`config.mk`:
```
export PLATFORM = sky130hd
export DESIGN_NAME = controle_multiciclo
export DESIGN_NICKNAME = d
export VERILOG_FILES = /design/src/rtl/controle_multiciclo_pkg.sv /design/src/rtl/controle_multiciclo_contador_espera.sv /design/src/rtl/controle_multiciclo.sv
export SDC_FILE = /design/constraint.sdc
export NUM_CORES = 1
export LEC_CHECK = 0
export CORE_MARGIN = 2
export CORE_UTILIZATION = 51
export DETAILED_ROUTE_END_ITERATION = 8
export GPL_TIMING_DRIVEN = 0
export PLACE_DENSITY = 0.85
export SYNTH_ARGS = -nofsm -noshare
export SYNTH_HDL_FRONTEND = slang
export SYNTH_SLANG_ARGS = --single-unit
```
`constraint.sdc`:
```
create_clock -name iCLK -period 5.9 [get_ports iCLK]
set_clock_uncertainty 0.2 [all_clocks]
set_input_delay 0.885 -clock iCLK [delete_from_list [all_inputs] [get_ports iCLK]]
set_output_delay 0.885 -clock iCLK [all_outputs]
set_load 0.02 [all_outputs]
```
`src/rtl/controle_multiciclo_pkg.sv`:
```
// Shared definitions for the multicycle RV32I control: opcodes, state set,
// datapath select encodings and the control-word struct driven by the FSM.
package controle_multiciclo_pkg;

    localparam logic [6:0] OPC_LOAD   = 7'b0000011;
    localparam logic [6:0] OPC_STORE  = 7'b0100011;
    localparam logic [6:0] OPC_RTYPE  = 7'b0110011;
    localparam logic [6:0] OPC_OPIMM  = 7'b0010011;
    localparam logic [6:0] OPC_LUI    = 7'b0110111;
    localparam logic [6:0] OPC_BRANCH = 7'b1100011;
    localparam logic [6:0] OPC_JAL    = 7'b1101111;
    localparam logic [6:0] OPC_JALR   = 7'b1100111;

    localparam logic [1:0] M2R_ALUOUT = 2'b00;
    localparam logic [1:0] M2R_MDR    = 2'b01;
    localparam logic [1:0] M2R_PC     = 2'b10;

    localparam logic [1:0] A_PC       = 2'b00;
    localparam logic [1:0] A_PCANT    = 2'b01;
    localparam logic [1:0] A_REGA     = 2'b10;

    localparam logic [1:0] B_REGB     = 2'b00;
    localparam logic [1:0] B_CONST4   = 2'b01;
    localparam logic [1:0] B_IMM      = 2'b10;

    localparam logic [1:0] PC_ALU     = 2'b00;
    localparam logic [1:0] PC_ALUOUT  = 2'b01;
    localparam logic [1:0] PC_ALU_AL  = 2'b10;

    localparam logic [1:0] ALU_ADD    = 2'b00;
    localparam logic [1:0] ALU_SUB    = 2'b01;
    localparam logic [1:0] ALU_FUNCT  = 2'b10;
    localparam logic [1:0] ALU_LUI    = 2'b11;

    typedef enum logic [3:0] {
        S_IDLE, S_FETCH, S_DECODE, S_MEMADDR, S_MEMREAD, S_MEMWB, S_MEMWRITE,
        S_EXEC_R, S_EXEC_I, S_LUI, S_ALUWB, S_BRANCH, S_JAL, S_JALR, S_ILLEGAL
    } estado_t;

    typedef struct packed {
        logic       escreve_ir;
        logic       escreve_pc;
        logic       escreve_pc_cond;
        logic       iou_d;
        logic       le_mem;
        logic       escreve_mem;
        logic       escreve_reg;
        logic [1:0] mem2reg;
        logic [1:0] orig_a;
        logic [1:0] orig_b;
        logic [1:0] alu_op;
        logic [1:0] orig_pc;
    } ctrl_t;

    localparam ctrl_t CTRL_NOP = '0;

    function automatic estado_t decode_next(input logic [6:0] opc);
        case (opc)
            OPC_LOAD, OPC_STORE: return S_MEMADDR;
            OPC_RTYPE:           return S_EXEC_R;
            OPC_OPIMM:           return S_EXEC_I;
            OPC_LUI:             return S_LUI;
            OPC_BRANCH:          return S_BRANCH;
            OPC_JAL:             return S_JAL;
            OPC_JALR:            return S_JALR;
            default:             return S_ILLEGAL;
        endcase
    endfunction

    function automatic logic is_mem_state(input estado_t s);
        return (s == S_FETCH) || (s == S_MEMREAD) || (s == S_MEMWRITE);
    endfunction

endpackage

```
`src/rtl/controle_multiciclo_contador_espera.sv`:
```
// Fixed-latency wait-state counter: done rises in the MEM_LAT-th cycle of an
// access; clear restarts the count whenever the FSM changes state.
module contador_espera #(
    parameter int unsigned MEM_LAT = 1
) (
    input  logic iCLK,
    input  logic iRST_n,
    input  logic clear,
    input  logic en,
    output logic done
);

    localparam int unsigned CW = (MEM_LAT > 1) ? $clog2(MEM_LAT) : 1;
    localparam logic [CW-1:0] ULTIMO = CW'(MEM_LAT - 1);

    logic [CW-1:0] wcnt;

    always_ff @(posedge iCLK or negedge iRST_n) begin
        if (!iRST_n)
            wcnt <= '0;
        else if (clear)
            wcnt <= '0;
        else if (en && wcnt != ULTIMO)
            wcnt <= wcnt + 1'b1;
    end

    assign done = en && (wcnt == ULTIMO);

endmodule

```
`src/rtl/controle_multiciclo.sv`:
```
// Main control FSM of the multicycle RV32I datapath: sequences FETCH/DECODE/
// EXEC/MEM/WB, stalls on memory, traps unknown opcodes and counts retirements.
module controle_multiciclo
    import controle_multiciclo_pkg::*;
#(
    parameter bit          USE_MEM_READY = 1'b1,
    parameter int unsigned MEM_LAT       = 1,
    parameter int unsigned CNT_W         = 32
) (
    input  logic             iCLK,
    input  logic             iRST_n,
    input  logic [6:0]       opcode,
    input  logic             mem_ready,
    output logic             EscreveIR,
    output logic             EscrevePC,
    output logic             EscrevePCCond,
    output logic             IouD,
    output logic             LeMem,
    output logic             EscreveMem,
    output logic             EscreveReg,
    output logic [1:0]       Mem2Reg,
    output logic [1:0]       OrigAULA,
    output logic [1:0]       OrigBULA,
    output logic [1:0]       ALUOp,
    output logic [1:0]       OrigPC,
    output logic             instr_done,
    output logic             illegal_op,
    output logic [CNT_W-1:0] instret
);

    estado_t state, state_next;
    ctrl_t   ctrl;
    logic    mem_done;
    logic    em_acesso;

    assign em_acesso = is_mem_state(state);

    generate
        if (USE_MEM_READY) begin : g_ready
            assign mem_done = mem_ready;
        end else begin : g_lat
            logic wclear;
            assign wclear = (state_next != state);
            contador_espera #(.MEM_LAT(MEM_LAT)) u_espera (
                .iCLK   (iCLK),
                .iRST_n (iRST_n),
                .clear  (wclear),
                .en     (em_acesso),
                .done   (mem_done)
            );
        end
    endgenerate

    always_ff @(posedge iCLK or negedge iRST_n) begin
        if (!iRST_n)
            state <= S_IDLE;
        else
            state <= state_next;
    end

    always_comb begin
        state_next = state;
        case (state)
            S_IDLE:     state_next = S_FETCH;
            S_FETCH:    if (mem_done) state_next = S_DECODE;
            S_DECODE:   state_next = decode_next(opcode);
            S_MEMADDR:  state_next = (opcode == OPC_STORE) ? S_MEMWRITE : S_MEMREAD;
            S_MEMREAD:  if (mem_done) state_next = S_MEMWB;
            S_MEMWRITE: if (mem_done) state_next = S_FETCH;
            S_EXEC_R, S_EXEC_I, S_LUI:
                        state_next = S_ALUWB;
            S_MEMWB, S_ALUWB, S_BRANCH, S_JAL, S_JALR:
                        state_next = S_FETCH;
            S_ILLEGAL:  state_next = S_ILLEGAL;
            default:    state_next = S_IDLE;
        endcase
    end

    // Only FETCH looks at mem_done: IR and PC are loaded in the completing cycle.
    always_comb begin
        ctrl = CTRL_NOP;
        case (state)
            S_FETCH: begin
                ctrl.le_mem = 1'b1;
                ctrl.orig_a = A_PC;
                ctrl.orig_b = B_CONST4;
                ctrl.alu_op = ALU_ADD;
                if (mem_done) begin
                    ctrl.escreve_ir = 1'b1;
                    ctrl.escreve_pc = 1'b1;
                    ctrl.orig_pc    = PC_ALU;
                end
            end
            S_DECODE: begin
                ctrl.orig_a = A_PCANT;
                ctrl.orig_b = B_IMM;
                ctrl.alu_op = ALU_ADD;
            end
            S_MEMADDR: begin
                ctrl.orig_a = A_REGA;
                ctrl.orig_b = B_IMM;
                ctrl.alu_op = ALU_ADD;
            end
            S_MEMREAD: begin
                ctrl.iou_d  = 1'b1;
                ctrl.le_mem = 1'b1;
            end
            S_MEMWB: begin
                ctrl.escreve_reg = 1'b1;
                ctrl.mem2reg     = M2R_MDR;
            end
            S_MEMWRITE: begin
                ctrl.iou_d       = 1'b1;
                ctrl.escreve_mem = 1'b1;
            end
            S_EXEC_R: begin
                ctrl.orig_a = A_REGA;
                ctrl.orig_b = B_REGB;
                ctrl.alu_op = ALU_FUNCT;
            end
            S_EXEC_I: begin
                ctrl.orig_a = A_REGA;
                ctrl.orig_b = B_IMM;
                ctrl.alu_op = ALU_ADD;
            end
            S_LUI: begin
                ctrl.orig_b = B_IMM;
                ctrl.alu_op = ALU_LUI;
            end
            S_ALUWB: begin
                ctrl.escreve_reg = 1'b1;
                ctrl.mem2reg     = M2R_ALUOUT;
            end
            S_BRANCH: begin
                ctrl.orig_a          = A_REGA;
                ctrl.orig_b          = B_REGB;
                ctrl.alu_op          = ALU_SUB;
                ctrl.escreve_pc_cond = 1'b1;
                ctrl.orig_pc         = PC_ALUOUT;
            end
            S_JAL: begin
                ctrl.escreve_reg = 1'b1;
                ctrl.mem2reg     = M2R_PC;
                ctrl.escreve_pc  = 1'b1;
                ctrl.orig_pc     = PC_ALUOUT;
            end
            S_JALR: begin
                ctrl.orig_a      = A_REGA;
                ctrl.orig_b      = B_IMM;
                ctrl.alu_op      = ALU_ADD;
                ctrl.escreve_reg = 1'b1;
                ctrl.mem2reg     = M2R_PC;
                ctrl.escreve_pc  = 1'b1;
                ctrl.orig_pc     = PC_ALU_AL;
            end
            default: ;
        endcase
    end

    assign EscreveIR     = ctrl.escreve_ir;
    assign EscrevePC     = ctrl.escreve_pc;
    assign EscrevePCCond = ctrl.escreve_pc_cond;
    assign IouD          = ctrl.iou_d;
    assign LeMem         = ctrl.le_mem;
    assign EscreveMem    = ctrl.escreve_mem;
    assign EscreveReg    = ctrl.escreve_reg;
    assign Mem2Reg       = ctrl.mem2reg;
    assign OrigAULA      = ctrl.orig_a;
    assign OrigBULA      = ctrl.orig_b;
    assign ALUOp         = ctrl.alu_op;
    assign OrigPC        = ctrl.orig_pc;

    // Retirement is the last cycle of an instruction: the FSM is about to re-enter FETCH.
    assign instr_done = (state != S_IDLE) && (state != S_FETCH) && (state_next == S_FETCH);

    always_ff @(posedge iCLK or negedge iRST_n) begin
        if (!iRST_n) begin
            instret    <= '0;
            illegal_op <= 1'b0;
        end else begin
            if (instr_done)
                instret <= instret + CNT_W'(1);
            if (state == S_ILLEGAL)
                illegal_op <= 1'b1;
        end
    end

endmodule

```
==> summary.txt <==
Run status
  – Status: complete, no violations

Synth
  – Area fraction of the dominant cell type after synthesis: 0.4366
  – Number of synthesized flops with an enable pin: 0
  – Top cells by area, synth: dfrtp_1, xnor2_1, nand2_1
  – Dominant synthesized flop cell: dfrtp_1
  – Synth top cells by count: dfrtp_1, xnor2_1, nand2_1
  – Mapped Area: 0.002121 mm2
  – Dominant cell type by area after synthesis: dfrtp_1
  – Cells after Synth: 214
  – Yosys cell types: 46
  – Syn Area/Cell: 9.910 um2
  – Most common cell in the netlist: dfrtp_1
  – YS warnings: 0
  – #FFs+latches synth: 37
  – Register area share after synthesis: 0.4366
  – Async set-reset flop share out of synthesis: 1.000
  – Syn Nets: 225

Setup path
  – CP cell instances: clkdlybuf4s50_1, mux2_4, o22a_1, o21ai_0, o2111ai_2, nor3_2, o31ai_1, inv_1, clkdlybuf4s50_1
  – WS Path Type: in -> out
  – Critical Path Max Stage Delay: 0.60 ns
  – CP top delay family: buffers and inverters
  – R2r startpoint: state[3]
  – CP Capture Type: output pin
  – Slowest cell on the critical path: clkdlybuf4s50_1
  – Top cell by count, worst path: clkdlybuf4s50_1
  – Worst-path maximum fanout: 5
  – Startpoint types: input pin
  – Crit path buf inv count: 3
  – Reg2reg setup slack: 3.04 ns
  – Reg2Reg Depth: 8
  – Worst reg2reg path endpoint: instret[26]
  – CP arrival: 3.69 ns
  – Worst setup path endpoint: instr_done
  – Worst path depth: 9
  – Critical path data required time: just under 5 ns
  – Crit. Startpoint: opcode[5]

Finish
  – Final Instance Area: 0.002917 mm2
  – Fillers: 303
  – Seq. cell area: approximately 930 um2
  – Area Overhead vs Synth: 37.52%
  – Nets: between 200 and 300
  – Multi-input gate area: 0.001121 mm2
  – Finished Layout Cells: 332
  – Share of cells above drive strength 1: 0.09929
  – Number of diodes: 0

Detailed routing
  – Vias after detailed routing: 1890
  – ANT nets after route: 0
  – Final wirelength: 5.079 mm
  – Post-route DRC: 0
  – Drt first pass iters: 4
  – Post-DR vias/cell: 5.693
  – DR WL/cell: 15.30 um
  – Initial DRC Count: 130

Pwr
  – Cell Pwr Density: 402.7 mW/mm2
  – Max VDD drop: 273.5 uV
  – Leakage: 0.001195 uW

Global route
  – Largest net degree at the start of global routing: 38
  – Gr usage total: 0.2369
  – Initial antenna violation count: 0
  – Vias in the first global route: 1754
  – Global-route wire length before repair: roughly 8.1 mm
  – GRT Residual Overflow: 0

Hold path
  – Hold Crit Depth: 1
  – Min-Delay Path Class: reg -> reg

Floorplanning
  – Starting Density: 0.5302
  – Core area: 0.004000 mm2
  – Die area: 0.004690 mm2
  – Chip height: 68.49 um
  – # rows: 23
  – Die Wd: 68.49 um
  – Ports: 61

Clocking
  – Root Driver: clkbuf_8
  – Clk buf depth: 2
  – CTS sink count: 37
  – CTS Hold Bufs: 0
  – Post-cts sizing count: 0
  – Clock-pin slew on the worst setup and hold paths: 0.08 ns
  – H-tree depth: 2
  – Clk_lat worst skew: 0.30 ns
  – CTS buffer count: 5
  – Setup repair bufs after CTS: 0
  – CTS tree: done

Placed design
  – Post-Place Cells: 324
  – Placed inst area: 0.002779 mm2
  – Post-DP HPWL: 3.727 mm
  – Placer Congestion: 0.9195
  – Port Buffers: 60

STA
  – Min cycle time layout: 4.778 ns
  – Final TNS setup: 0 ns
  – Relative slew slack: 0.4690
  – Final hold violation count: 0
  – Max-slew violations: 0
  – Measured slew at the worst slew-check pin: 0.7965 ns
  – Finish-stage setup viols: 0
  – RSZ-0062 raised after global routing: false
  – Fmax achieved: 209.3 MHz
  – Period utilization: 0.8098

Flow run
  – Max_cap viols: 0
[routing by layer]
metal | share of wire | up-vias | global-route usage
li1 | - | 897 | -
met1 | 0.43 | 927 | 0.3084
met2 | 0.51 | 52 | 0.3750
met3 | 0.042 | 14 | 0.04605
met4 | 0.023 | 0 | 0.1175
met5 | 0 | - | 0
[worst min-delay path by stage]
stage,start,to
after CTS,instret[31],instret[31]
after floorplan,instret[31],instret[31]
after global placement,instret[31],instret[31]
after global routing,instret[31],instret[31]
final,instret[31],instret[31]
after detailed placement,illegal_op,illegal_op
[where the power goes]
part | switching, uW | internal, uW | leakage, uW | total, uW
registers | 33.3 | 285 | 0.000501 | 318
logic | 340 | 249 | 0.000624 | 589
clock network | 97.1 | 170 | 0.0000687 | 267
total | 471 | 704 | 0.00119 | 1170
[metrics by stage]
stage / power, uW / utilization / hold slack (ns) / setup WS (ns)
after detailed placement: 906.6 / 0.6947 / 0.2666 / 1.137
after global routing: 1241 / 0.7291 / 0.2934 / 0.9864
after floorplan: 700.1 / - / 0.3819 / 2.499
after CTS: 1178 / 0.7291 / 0.2839 / 1.100
final: 1175 / 0.7291 / 0.2830 / 1.122
after global placement: 896.7 / 0.6960 / 0.2674 / 1.212
[cell type report]
cell class | instances | share of cell area
Inverter | 7 | 0.009438
Timing Repair Buffer | 60 | 0.2042
Sequential cell | 37 | 0.3175
Tap cell | 50 | 0.02145
Clock inverter | 3 | 0.02360
Buffer | 9 | 0.01587
Clock buffer | 5 | 0.02360
Multi-Input combinational cell | 161 | 0.3844
[placed cells by master (no fill, tap or decap), drive strengths merged, types with 4 or more instances in the layout]
master,Yosys,layout
and3,8,8
o21ai,4,4
dfrtp,37,37
buf,6,7
nor3,7,7
inv,6,7
nand3,13,13
nand4,9,9
and4,7,7
nand2,23,23
nor2,10,10
a21oi,5,5
xnor2,33,33
nand2b,4,4
clkbuf,3,8
clkdlybuf4s50,0,59
[kinds of logic after synthesis]
group / count (synthesis) / synth area share
buffers and inverters: 16 / 0.03480
adders and majority gates: 1 / 0.005899
AOI/OAI and AO/OA: 28 / 0.09852
and+or+nand+nor: 94 / 0.2620
DFF: 37 / 0.4366
muxes: 3 / 0.01770
xor gates and xnor gates: 35 / 0.1445
[registers in the layout (all words and copies together), names as in the netlist]
| signal | cells |
|---|---|
| instret | 32 |
| state | 4 |
| illegal_op | 1 |
Power figures use the tool's default switching activity.
